File: src/rtl/student_reg_arbiter_pkg.sv
// Shared definitions for the two-requester register-bank arbiter.
// Optional feature macro: STUDENT_REG_ARBITER_LOCK_EN (see top module).
package student_reg_arbiter_pkg;

    typedef enum logic [1:0] {
        IDLE   = 2'd0,
        ACCESS = 2'd1,
        RESP   = 2'd2
    } state_t;

    localparam int REQ0 = 0;
    localparam int REQ1 = 1;

    localparam int DEF_WIDTH = 16;
    localparam int DEF_NREG  = 8;
    localparam int DEF_AW    = 3;

    // One-hot pulse vector for a requester index.
    function automatic logic [1:0] req_onehot(input logic idx);
        return idx ? 2'b10 : 2'b01;
    endfunction

endpackage

File: src/rtl/student_reg_bank.sv
// Bank of NREG load-gated registers: write-address decode plus read mux.
// Addresses at or above NREG never load and read back as zero.
module student_reg_bank
    import student_reg_arbiter_pkg::*;
#(
    parameter int NREG  = DEF_NREG,
    parameter int WIDTH = DEF_WIDTH,
    parameter int AW    = DEF_AW
) (
    input  logic             clk,
    input  logic             rst_n,
    input  logic             we,
    input  logic [AW-1:0]    addr,
    input  logic [WIDTH-1:0] wdata,
    output logic [WIDTH-1:0] rdata
);

    logic [WIDTH-1:0] regs [NREG];

    for (genvar i = 0; i < NREG; i++) begin : g_reg
        logic             load;
        logic [WIDTH-1:0] q;

        assign load    = we && (addr == AW'(i));
        assign regs[i] = q;

        // Hold unless this register is addressed by a write.
        always_ff @(posedge clk or negedge rst_n) begin
            if (!rst_n)
                q <= '0;
            else if (load)
                q <= wdata;
        end
    end

    // Read mux; out-of-range index returns zero.
    always_comb begin
        rdata = '0;
        if (int'(addr) < NREG)
            rdata = regs[addr];
    end

endmodule

File: src/rtl/student_reg_arbiter.sv
// Round-robin arbiter sharing one register bank between two requesters.
// Each access runs IDLE -> ACCESS (-> RESP for reads) -> IDLE.
// Optional macro STUDENT_REG_ARBITER_LOCK_EN adds a lock input that lets
// the last granted requester keep exclusive ownership across accesses.
module student_reg_arbiter
    import student_reg_arbiter_pkg::*;
#(
    parameter int NREG  = DEF_NREG,
    parameter int WIDTH = DEF_WIDTH,
    parameter int AW    = DEF_AW
) (
    input  logic               clk,
    input  logic               rst_n,
    input  logic [1:0]         req,
    input  logic [1:0]         we,
    input  logic [2*AW-1:0]    addr,
    input  logic [2*WIDTH-1:0] wdata,
`ifdef STUDENT_REG_ARBITER_LOCK_EN
    input  logic [1:0]         lock,
`endif
    output logic [1:0]         gnt,
    output logic [1:0]         rvalid,
    output logic [WIDTH-1:0]   rdata,
    output logic               busy
);

    state_t           state, state_nxt;
    logic             sel, sel_nxt, take;
    logic             last;
    logic             lwe;
    logic [AW-1:0]    laddr;
    logic [WIDTH-1:0] lwdata;
    logic [WIDTH-1:0] rdata_q;
    logic [WIDTH-1:0] bank_rdata;
    logic             bank_we;
    logic [1:0]       eff_req;

`ifdef STUDENT_REG_ARBITER_LOCK_EN
    logic lock_held;

    // While locked only the owner (the last selected requester) is heard.
    assign eff_req = lock_held ? (req & req_onehot(sel)) : req;

    // Lock state is re-evaluated on every ACCESS of the owner.
    always_ff @(posedge clk or negedge rst_n) begin
        if (!rst_n)
            lock_held <= 1'b0;
        else if (state == ACCESS)
            lock_held <= lock[sel];
    end
`else
    assign eff_req = req;
`endif

    // State register.
    always_ff @(posedge clk or negedge rst_n) begin
        if (!rst_n)
            state <= IDLE;
        else
            state <= state_nxt;
    end

    // Next state, arbitration and pulse outputs.
    always_comb begin
        state_nxt = state;
        sel_nxt   = sel;
        take      = 1'b0;
        gnt       = 2'b00;
        rvalid    = 2'b00;
        bank_we   = 1'b0;
        case (state)
            IDLE: begin
                if (eff_req != 2'b00) begin
                    take      = 1'b1;
                    state_nxt = ACCESS;
                    // On a tie the requester that did not go last wins.
                    sel_nxt   = (eff_req == 2'b11) ? ~last : eff_req[REQ1];
                end
            end
            ACCESS: begin
                gnt       = req_onehot(sel);
                bank_we   = lwe;
                state_nxt = lwe ? IDLE : RESP;
            end
            RESP: begin
                rvalid    = req_onehot(sel);
                state_nxt = IDLE;
            end
            default: state_nxt = IDLE;
        endcase
    end

    // Request latch, round-robin pointer and read-data register.
    always_ff @(posedge clk or negedge rst_n) begin
        if (!rst_n) begin
            sel     <= 1'(REQ0);
            lwe     <= 1'b0;
            laddr   <= '0;
            lwdata  <= '0;
            last    <= 1'(REQ1);
            rdata_q <= '0;
        end else begin
            if (take) begin
                sel    <= sel_nxt;
                lwe    <= we[sel_nxt];
                laddr  <= sel_nxt ? addr[AW +: AW] : addr[0 +: AW];
                lwdata <= sel_nxt ? wdata[WIDTH +: WIDTH] : wdata[0 +: WIDTH];
            end
            if (state == ACCESS) begin
                last <= sel;
                if (!lwe)
                    rdata_q <= bank_rdata;
            end
        end
    end

    student_reg_bank #(
        .NREG  (NREG),
        .WIDTH (WIDTH),
        .AW    (AW)
    ) u_bank (
        .clk   (clk),
        .rst_n (rst_n),
        .we    (bank_we),
        .addr  (laddr),
        .wdata (lwdata),
        .rdata (bank_rdata)
    );

    assign rdata = rdata_q;
    assign busy  = (state != IDLE);

endmodule

File: config.mk
export PLATFORM = sky130hd
export DESIGN_NAME = student_reg_arbiter
export DESIGN_NICKNAME = d
export VERILOG_FILES = /design/src/rtl/student_reg_arbiter_pkg.sv /design/src/rtl/student_reg_bank.sv /design/src/rtl/student_reg_arbiter.sv
export SDC_FILE = /design/constraint.sdc
export NUM_CORES = 1
export LEC_CHECK = 0
export ABC_AREA = 0
export ABC_CLOCK_PERIOD_IN_PS = 2000
export BUFFER_PORTS_ARGS = -buffer_cell sky130_fd_sc_hd__buf_2
export CAP_MARGIN = 20
export CORE_MARGIN = 2
export CORE_UTILIZATION = 30
export CTS_CLUSTER_DIAMETER = 200
export DETAILED_ROUTE_END_ITERATION = 6
export PLACE_DENSITY = 0.5
export RECOVER_POWER = 100
export SKIP_CTS_REPAIR_TIMING = 1
export SLEW_MARGIN = 5
export SYNTH_ARGS = -nofsm -noshare
export SYNTH_HDL_FRONTEND = slang
export SYNTH_SLANG_ARGS = --single-unit
File: constraint.sdc
create_clock -name clk -period 2 [get_ports clk]
set_input_delay 0.4 -clock clk [delete_from_list [all_inputs] [get_ports clk]]
set_output_delay 0.4 -clock clk [all_outputs]
set_load 0.005 [all_outputs]
==> qor.csv, run 1 <==
metric;value;unit
status;finished clean;
remaining antenna violation count;0;
Reg2Reg Depth;4;
Die ar.;26450;um^2
Distinct cells, synth;35;
EDFF count, synth;0;
Lkg Pwr;4.173;nW
I/O pins;65;
Area Growth Syn to Fin;17.74;%
vias in the first global route;5116;
Synth area leader;dfrtp_1;
Placement Setup Slack;0.2395;ns
initial antenna violation count;0;
crit end category;register;
Worst Hold Class;in2reg;
clk slew on worst S/H paths;0.06;ns
Max Cap Viol;0;
CP peak stage delay;0.43;ns
Detailed Route WL;18700;um
fmax;530.5;MHz
GRT Total Usage;14.93;%
Worst Max-Slew Pin Slew;0.8931;ns
global-route wire length before repair;29730;um
final setup margin;0.1149;ns
Worst slew margin;40.34;%
grt ovf;0;
Hold WS;0.2019;ns
Initial Util;30.24;%
CTS Sinks;168;
Final Hold Viols;0;
Top Metal Used;met4;
clock skew;0.006566;ns
peak supply drop;0.0006578;V
DR vias;4744;
Root Driver;clkbuf_16;
cts bufs inserted;17;
R2R setup slack;0.11;ns
port bufs;64;
hold depth;2;
most numerous cell in the Yosys netlist;dfrtp_1;
CP max-delay cell;dfrtp_1;
Synth top cells by count;dfrtp_1, mux2_2, mux2i_1, a21boi_0, a221o_1;
post-synth top area share;55.36;%
synthesized area;7548;um^2
Final #Nets;659;
vias per cell;4.962;
Routed met3 length;531;um
RSZ-0062 raised after global routing;no;
FP Rows;58;
Async SR Flop Fraction;100.0;%
DRC viols;0;
Crit Path Max Fanout;11;
chip height;162.6;um
Arr. time, crit path;2.19;ns
Routed met2 length;8915;um
largest net degree at the start of global routing;56;
average cell area after synthesis;14.06;um^2
Slew Limit Fails;0;
worst-path cell chain;nand4b_1 > nor2_1 > clkbuf_2 > mux2_2;
Ant. Diodes;0;
power per cell area;1638;nW/um^2
startpoint class of the critical path;register;
# setup viols final;0;
Skew-Pair Late Insertion Delay;0.42;ns
met1 wire length;8994;um
register area share after synthesis;55.71;%
Clock Tree Buf Depth;2;
CP required;2.30;ns
WL/cell;19.56;um
CTS tree;yes;
core footprint;24960;um^2
hpwl dp;12300;um
path type of the worst setup path;reg2reg;
H-Tree Depth;4;
FF+latch count, synth;168;
minimum clock period;1.885;ns
top cells by area in the synthesized netlist;dfrtp_1, mux2_2, mux2i_1;
initial detailed-routing violation count;263;
Chip Width;162.6;um
setup TNS;0;ns
Net Count, Synth;581;
Post-synth top flop;dfrtp_1;
yosys warns;0;
Routability Congestion;0.7065;
fraction of layout cells with a size suffix above 1;43.29;%
Syn Inst Count;537;
Tcrit/Tclk final;94.25;%
DRT Pass-1 Iters;4;
[worst max-delay path: cells and delay by family, from the launching register on]
family | cells | cell delay, ns
buf+inv | 1 | 0.42
flops | 1 | 0.43
simple gates | 2 | 0.52
mux | 1 | 0.40
[where the power goes]
part           switching, mW  leakage (nW)  internal, mW
sequential              1.24          2.19          4.96
clock                   1.29         0.292          2.05
combinational           2.32          1.69          2.71
[layout by cell type, fill, tap and decap left out, types with 2 or more instances in the layout]
master,synthesis,layout
buf_12,0,3
a22o_1,16,16
nand2_1,19,19
clkbuf_1,11,22
a221o_1,20,20
nor2_1,6,7
mux2_2,160,160
a21boi_0,20,20
o22ai_1,16,16
nor3b_1,2,3
clkbuf_2,0,9
dfrtp_1,167,166
buf_2,16,48
clkinv_2,0,3
buf_4,5,11
inv_1,4,4
clkbuf_16,0,17
bufinv_16,0,3
nor2b_1,2,2
nand3b_2,2,2
clkbuf_8,0,3
o31ai_1,16,16
mux2i_1,32,32
clkbuf_4,0,3
nand2b_1,2,2
[metrics by stage]
step	util, %	std cells	power (mW)	instance area, um^2
after floorplan	-	537	9.594	7548
after global placement	33.66	925	11.17	8402
after detailed placement	33.66	925	11.44	8402
after CTS	36.04	955	14.83	8997
after global routing	35.60	956	15.51	8887
final	35.60	956	14.56	8887
[state kept, by name (all words and copies together) (netlist names)]
register,flops
sel,1
laddr,3
u_bank.g.q,128
lwe,1
lwdata,16
rdata,16
state,2
last,1
[cell families (layout without fill, tap and decap cells)]
group                  count (synthesis)  count (layout)  share of synthesized area (%)
AO/OA/AOI/OAI                         92              92                          9.813
buffers and inverters                 41             130                          2.851
flip-flops                           168             168                          55.71
multiplexers                         192             192                          28.11
AND/OR/NAND/NOR                       44              44                          3.514
[per-layer routing]
metal | up-vias | GRT usage [%]
met1 | 2477 | 20.49
met5 | - | 0
met3 | 18 | 2.496
met2 | 94 | 24.10
li1 | 2155 | -
met4 | 0 | 4.948
[layout make-up]
class,instances,area (um^2)
fillers,2472,16080
multi-input cells,328,3110
flip-flops and latches,168,4207
repair buffers,96,546.8
clock inverters,8,121.4
well taps,330,412.9
clock buffers,22,474.2
inverters,4,15.01
[worst paths after layout]
path / from / to
min: wdata[27] / lwdata[11]
min reg2reg: rdata[6] / rdata[6]
max in group asynchronous: rst_n / u_bank.g_reg[1].q[14]
max: state[1] / u_bank.g_reg[7].q[0]
min in group asynchronous: rst_n / u_bank.g_reg[0].q[6]
max reg2reg: state[1] / u_bank.g_reg[7].q[0]
Power figures use the tool's default switching activity.
==> run 2, diff against run 1 <==
- CORE_MARGIN: 2 -> not set
- CTS_BUF_LIST: not set -> sky130_fd_sc_hd__clkbuf_8
- SYNTH_HIERARCHICAL: not set -> 1
==> run 2 against run 1 <==
  * Non-clock buffer count grew 23
  * Highest routed layer unchanged
  * Combinational power grew 23%
  * Die area grew 0.86%
  * Global-route usage grew 1.3 points
  * Sequential power grew 3%
  * Cell area grew 0.84%
  * Synthesized cell count shrank 2.6%
  * Sequential share of layout area shrank 0.37 points
  * Hold slack lost 0.0055 ns
  * Critical path type unchanged
==> qor.csv, run 2 <==
metric;value;unit;change
Arr. time, crit path;2.32;ns;+0.13 ns
R2R setup slack;0.04;ns;-0.07 ns
Worst slew margin;38.18;%;-2.2 points
Synth area leader;dfrtp_1;;
clk slew on worst S/H paths;0.09;ns;+0.03 ns
GRT Total Usage;16.21;%;+1.3 points
Worst Hold Class;in2reg;;
Comb pwr share;41.5;%;+7.0 points
worst setup path end;rdata[12];;
RSZ-0062 raised after global routing;no;;
Setup crit start;laddr[1];;
Reg2Reg Depth;5;;+1
Net Count, Synth;567;;-2.4%
initial antenna violation count;0;;unchanged
most numerous cell in the Yosys netlist;dfrtp_1;;
worst-path cell chain;clkbuf_4 > mux2_2 > o22ai_1 > a221oi_1 > mux2_2;;
DRC viols;0;;unchanged
post-synth top area share;53.53;%;-1.8 points
power share of the sequential group;42.9;%;+0.3 points
core footprint;25330;um^2;+1.5%
port bufs;64;;unchanged
Skew-Pair Late Insertion Delay;0.46;ns;+0.04 ns
Ant. Diodes;0;;unchanged
Async SR Flop Fraction;100.0;%;unchanged
vias per cell;4.961;;about the same
Tcrit/Tclk final;97.83;%;+3.6 points
I/O pins;65;;unchanged
worst path buffer plus inverter count;1;;unchanged
H-Tree Depth;4;;unchanged
startpoint class of the critical path;register;;
Initial Util;30.83;%;+0.59 points
clock power share;15.6;%;-7.3 points
CP required;2.36;ns;+0.06 ns
Routability Congestion;0.7696;;+8.9%
Lkg Pwr;3.865;nW;-7.4%
peak supply drop;0.0005549;V;-16%
Most flops, register;u_bank/g.q;;
Crit Path Max Fanout;19;;+8
Slew Limit Fails;0;;unchanged
Post-DP Area;8822;um^2;+5.0%
grt ovf;0;;unchanged
Final Hold Viols;0;;unchanged
top cells by area in the synthesized netlist;dfrtp_1, mux2_2, mux2_4;;
Final #Nets;674;;+2.3%
FP Rows;58;;unchanged
R2R Path Start;laddr[1];;
DR vias;4827;;+1.7%
Fill cells;2446;;-1.1%
Register Area;4209;um^2;about the same
WL/cell;20.72;um;+6.0%
clock skew;0.01461;ns;+0.008047 ns
average cell area after synthesis;14.93;um^2;+6.2%
CTS tree;yes;;
hpwl dp;13870;um;+13%
cell area after layout;8962;um^2;+0.84%
yosys warns;6;;+6
Chip Width;163.3;um;+0.43%
fmax;511.1;MHz;-3.7%
sw power;5.280;mW;+9.0%
status;finished clean;;
path type of the worst setup path;reg2reg;;
Levels on crit path;5;;+1
setup TNS;0;ns;unchanged
Syn Inst Count;523;;-2.6%
Distinct cells, synth;52;;+49%
global-route wire length before repair;31770;um;+6.9%
most frequent cells in the layout;dfrtp_1, mux2_2, mux2_1;;
Clock Tree Buf Depth;2;;unchanged
register area share after synthesis;53.86;%;-1.8 points
area of the multi-input gates;3216;um^2;+3.4%
cts bufs inserted;17;;unchanged
reg2reg end;rdata[12];;
CP max-delay cell;dfrtp_4;;
CTS Sinks;168;;unchanged
Post-synth top flop;dfrtp_1;;
Worst Max-Slew Pin Slew;0.9272;ns;+0.03413 ns
Root Driver;clkbuf_8;;
Area Growth Syn to Fin;14.79;%;
FF+latch count, synth;168;;unchanged
Detailed Route WL;20160;um;+7.8%
remaining antenna violation count;0;;unchanged
commonest non-fill, non-tap cell in the layout;dfrtp_1;;
max reg flops;128;;unchanged
crit-path leading delay family;multiplexers;;
power per cell area;1657;nW/um^2;+1.1%
total power;14.85;mW;+2.0%
Hold WS;0.1964;ns;-0.005547 ns
initial detailed-routing violation count;270;;+2.7%
EDFF count, synth;0;;unchanged
CP peak stage delay;0.62;ns;+0.19 ns
chip height;163.3;um;+0.43%
minimum clock period;1.957;ns;+0.07157 ns
# setup viols final;0;;unchanged
synthesized area;7807;um^2;+3.4%
cell internal pwr;9.570;mW;-1.5%
Synth top cells by count;dfrtp_1, mux2_2, mux2_4, mux2_1;;
CP most frequent cell;mux2_2;;
Die ar.;26670;um^2;+0.86%
vias in the first global route;5349;;+4.6%
sw frac;35.55;%;+2.3 points
crit end category;register;;
Max Cap Viol;0;;unchanged
DRT Pass-1 Iters;4;;unchanged
fraction of layout cells with a size suffix above 1;43.70;%;+0.41 points
largest net degree at the start of global routing;62;;+11%
run 2: changes by cell type after synthesis, sizes merged, moves of 15 or more:
cell and change:
o31ai -15, a22o -16, a221o -19, a21boi -20
o221a +19, o21bai +18
run 2: cell type report:
class                           instances  share of cell area, %
Sequential cell                       168                  46.96
Multi-Input combinational cell        319                  35.88
Timing Repair Buffer                  119                  8.153
Tap cell                              330                  4.607
Clock buffer                           21                  3.225
Clock inverter                         11                 0.9354
Inverter                                5                 0.2373
run 2: stage by stage:
step / setup WS, ns / instances / utilization [%]
after floorplan: 0.09758 / 523 / -
after global placement: -0.04522 / 939 / 34.83
after detailed placement: -0.004660 / 939 / 34.83
after CTS: -0.07686 / 971 / 36.31
after global routing: 0.007550 / 973 / 35.39
final: 0.04335 / 973 / 35.39
run 2: worst min-delay path by stage:
stage	slack, ns	startpoint	end	cells past startpoint
after CTS	-0.07	rst_n	rdata[3]	1
after global placement	0.43	rst_n	rdata[3]	1
after floorplan	0.10	rst_n	laddr[0]	0
after detailed placement	0.44	rst_n	rdata[3]	1
final	0.20	wdata[26]	lwdata[10]	2
after global routing	0.16	wdata[26]	lwdata[10]	2
run 2: cells by family after synthesis:
kind of cell | count (synthesis) | synth area share (%)
buffers and inverters | 36 | 3.141
AOI/OAI and AO/OA | 83 | 8.878
muxes | 188 | 29.62
DFF | 168 | 53.86
and+or+nand+nor | 48 | 4.503
run 2: per-layer routing:
layer / vias up / part of all wire [%] / global-route usage [%]
li1: 2182 / - / -
met1: 2503 / 45 / 21.59
met2: 117 / 49 / 26.37
met3: 25 / 4.0 / 3.098
met4: 0 / 1.7 / 5.225
met5: - / 0 / 0
run 2: power by group through the flow:
stage          Sequential [mW]  Combinational [mW]  Clock [mW]
2_1_floorplan             5.98                4.81           0
3_3_place_gp              6.36                6.56           0
3_5_place_dp              6.45                6.69           0
4_1_cts                   6.40                6.71        2.41
5_1_grt                   6.62                6.70        2.57
6_report                  6.36                6.17        2.32
==> run 3, diff against run 2 <==
- SETUP_SLACK_MARGIN: not set -> 0.3
==> run 3 against run 2 <==
  * Worst setup slack improved by 0.080 ns
  * Utilization rose by 4.1 points
  * Critical path depth did not move
  * Cell area rose by 12%
  * Fmax rose by 4.3%
  * Flip-flop and latch count did not move
  * Total power rose by 16%
  * Critical path type unchanged
  * Largest cell class unchanged
  * Highest routed layer unchanged
==> qor.csv, run 3 (same netlist as run 2, synthesis figures left out) <==
metric;value;unit;change
minimum clock period;1.876;ns;-0.08049 ns
fraction of layout cells with a size suffix above 1;54.04;%;+10 points
Register Area;4208;um^2;about the same
cell area after layout;10000;um^2;+12%
Post-DP Area;8907;um^2;+0.96%
Skew-Pair Late Insertion Delay;0.46;ns;about the same
Detailed Route WL;21330;um;+5.8%
Worst Hold Class;in2reg;;
Max Cap Viol;0;;unchanged
cts bufs inserted;17;;unchanged
clk slew on worst S/H paths;0.08;ns;about the same
initial antenna violation count;0;;unchanged
reg2reg end;u_bank/g_reg[0].q[14];;
Clock Tree Buf Depth;2;;unchanged
status;finished clean;;
R2R setup slack;0.12;ns;+0.08 ns
hold worst-path end;lwdata[2];;
startpoint class of the critical path;register;;
CTS Sinks;168;;unchanged
remaining antenna violation count;0;;unchanged
grt ovf;0;;unchanged
WL/cell;21.09;um;+1.8%
# setup viols final;0;;unchanged
GR Util met2;25.21;%;-1.2 points
area of the multi-input gates;3535;um^2;+9.9%
path type of the worst setup path;reg2reg;;
chip height;163.3;um;unchanged
Area Growth Syn to Fin;28.12;%;
Most Crowded Layer GR;met2;;
CTS tree;yes;;
global-route wire length before repair;31160;um;-1.9%
Arr. time, crit path;2.22;ns;-0.10 ns
hpwl dp;13930;um;+0.42%
Root Driver;clkbuf_8;;
Crit Path Max Fanout;8;;-11
Reg2Reg Depth;5;;unchanged
Die ar.;26670;um^2;unchanged
H-Tree Depth;4;;unchanged
Chip Width;163.3;um;unchanged
global routing usage on met3;3.352;%;+0.25 points
total power;17.28;mW;+16%
Hold Crit Start;wdata[18];;
clock skew;0.01150;ns;-0.003109 ns
RSZ-0062 raised after global routing;yes;;
Tcrit/Tclk final;93.81;%;-4.0 points
Ant. Diodes;0;;unchanged
Lkg Pwr;4.421;nW;+14%
DRC viols;0;;unchanged
DR vias;5018;;+4.0%
most frequent cells in the layout;dfrtp_1, mux2_2, buf_2;;
Slew Limit Fails;0;;unchanged
largest net degree at the start of global routing;49;;-21%
R2R Path Start;laddr[0];;
crit end category;register;;
power per cell area;1727;nW/um^2;+4.2%
DRT Pass-1 Iters;4;;unchanged
Final Hold Viols;0;;unchanged
final core occ;39.50;%;+4.1 points
I/O pins;65;;unchanged
vias in the first global route;5146;;-3.8%
peak supply drop;0.0007765;V;+40%
CP required;2.34;ns;-0.02 ns
Worst slew margin;5.576;%;-33 points
final setup margin;0.1238;ns;+0.08049 ns
Worst Max-Slew Pin Slew;1.416;ns;+0.4891 ns
core footprint;25330;um^2;unchanged
initial detailed-routing violation count;239;;-11%
max reg flops;128;;unchanged
Routability Congestion;0.7679;;-0.22%
FP Rows;58;;unchanged
Fill cells;2366;;-3.3%
GRT Total Usage;15.84;%;-0.37 points
hold depth;2;;unchanged
Most flops, register;u_bank/g.q;;
Placement Setup Slack;0.08216;ns;+0.08682 ns
Final #Nets;712;;+5.6%
fmax;533.0;MHz;+4.3%
Initial Util;30.83;%;unchanged
port bufs;64;;unchanged
vias per cell;4.963;;about the same
commonest non-fill, non-tap cell in the layout;dfrtp_1;;
met1 Usage GRT;21.34;%;-0.25 points
[run 3: cell types whose count changed in the layout (fill, tap and decap cells not counted), sizes merged]
cell	delta
bufinv	+3
inv	-2
buf	+48
clkinvlp	-1
clkbuf	-10
[run 3: layer usage]
layer	wire [um]	part of all wire, %
met1	10070	47
met2	10290	48
met3	703	3.3
met4	261	1.2
met5	0	0
[run 3: worst max-delay path by stage]
stage	end	depth (start not counted)	slack (ns)	startpoint
after floorplan	u_bank/g_reg[4].q[10]	7	0.10	state[1]
after global placement	rdata[12]	5	0.13	laddr[2]
after detailed placement	u_bank/g_reg[4].q[10]	7	0.08	state[1]
after CTS	busy	5	-0.04	state[0]
after global routing	u_bank/g_reg[0].q[3]	5	0.07	laddr[0]
final	u_bank/g_reg[0].q[14]	5	0.12	laddr[0]
[run 3: final cells by class]
cell class / instances / area share, %
Inverter: 5 / 0.1876
Clock buffer: 21 / 2.889
Timing Repair Buffer: 157 / 13.70
Tap cell: 330 / 4.128
Sequential cell: 168 / 42.06
Clock inverter: 11 / 1.701
Multi-Input combinational cell: 319 / 35.33
[run 3: power breakdown]
part / internal, mW / switching, mW
Combinational: 4.76 / 3.29
Clock: 1.49 / 1.24
Sequential: 5.10 / 1.39
Total: 11.4 / 5.92
[run 3: per-stage QoR]
step	setup TNS, ns	hold WS (ns)	cells
final	0	0.2132	1011
after global routing	0	0.1838	1011
after CTS	-0.03891	-0.1138	973
after detailed placement	0	0.3937	941
after global placement	0	0.3949	941
after floorplan	0	0.1044	523
[run 3: critical path, cell delays in order, from the launching register on]
cell and delay, ns:
dfrtp_1 0.47, clkbuf_16 0.19, or2_4 0.24, nor2_1 0.32
buf_12 0.21, mux2_1 0.32
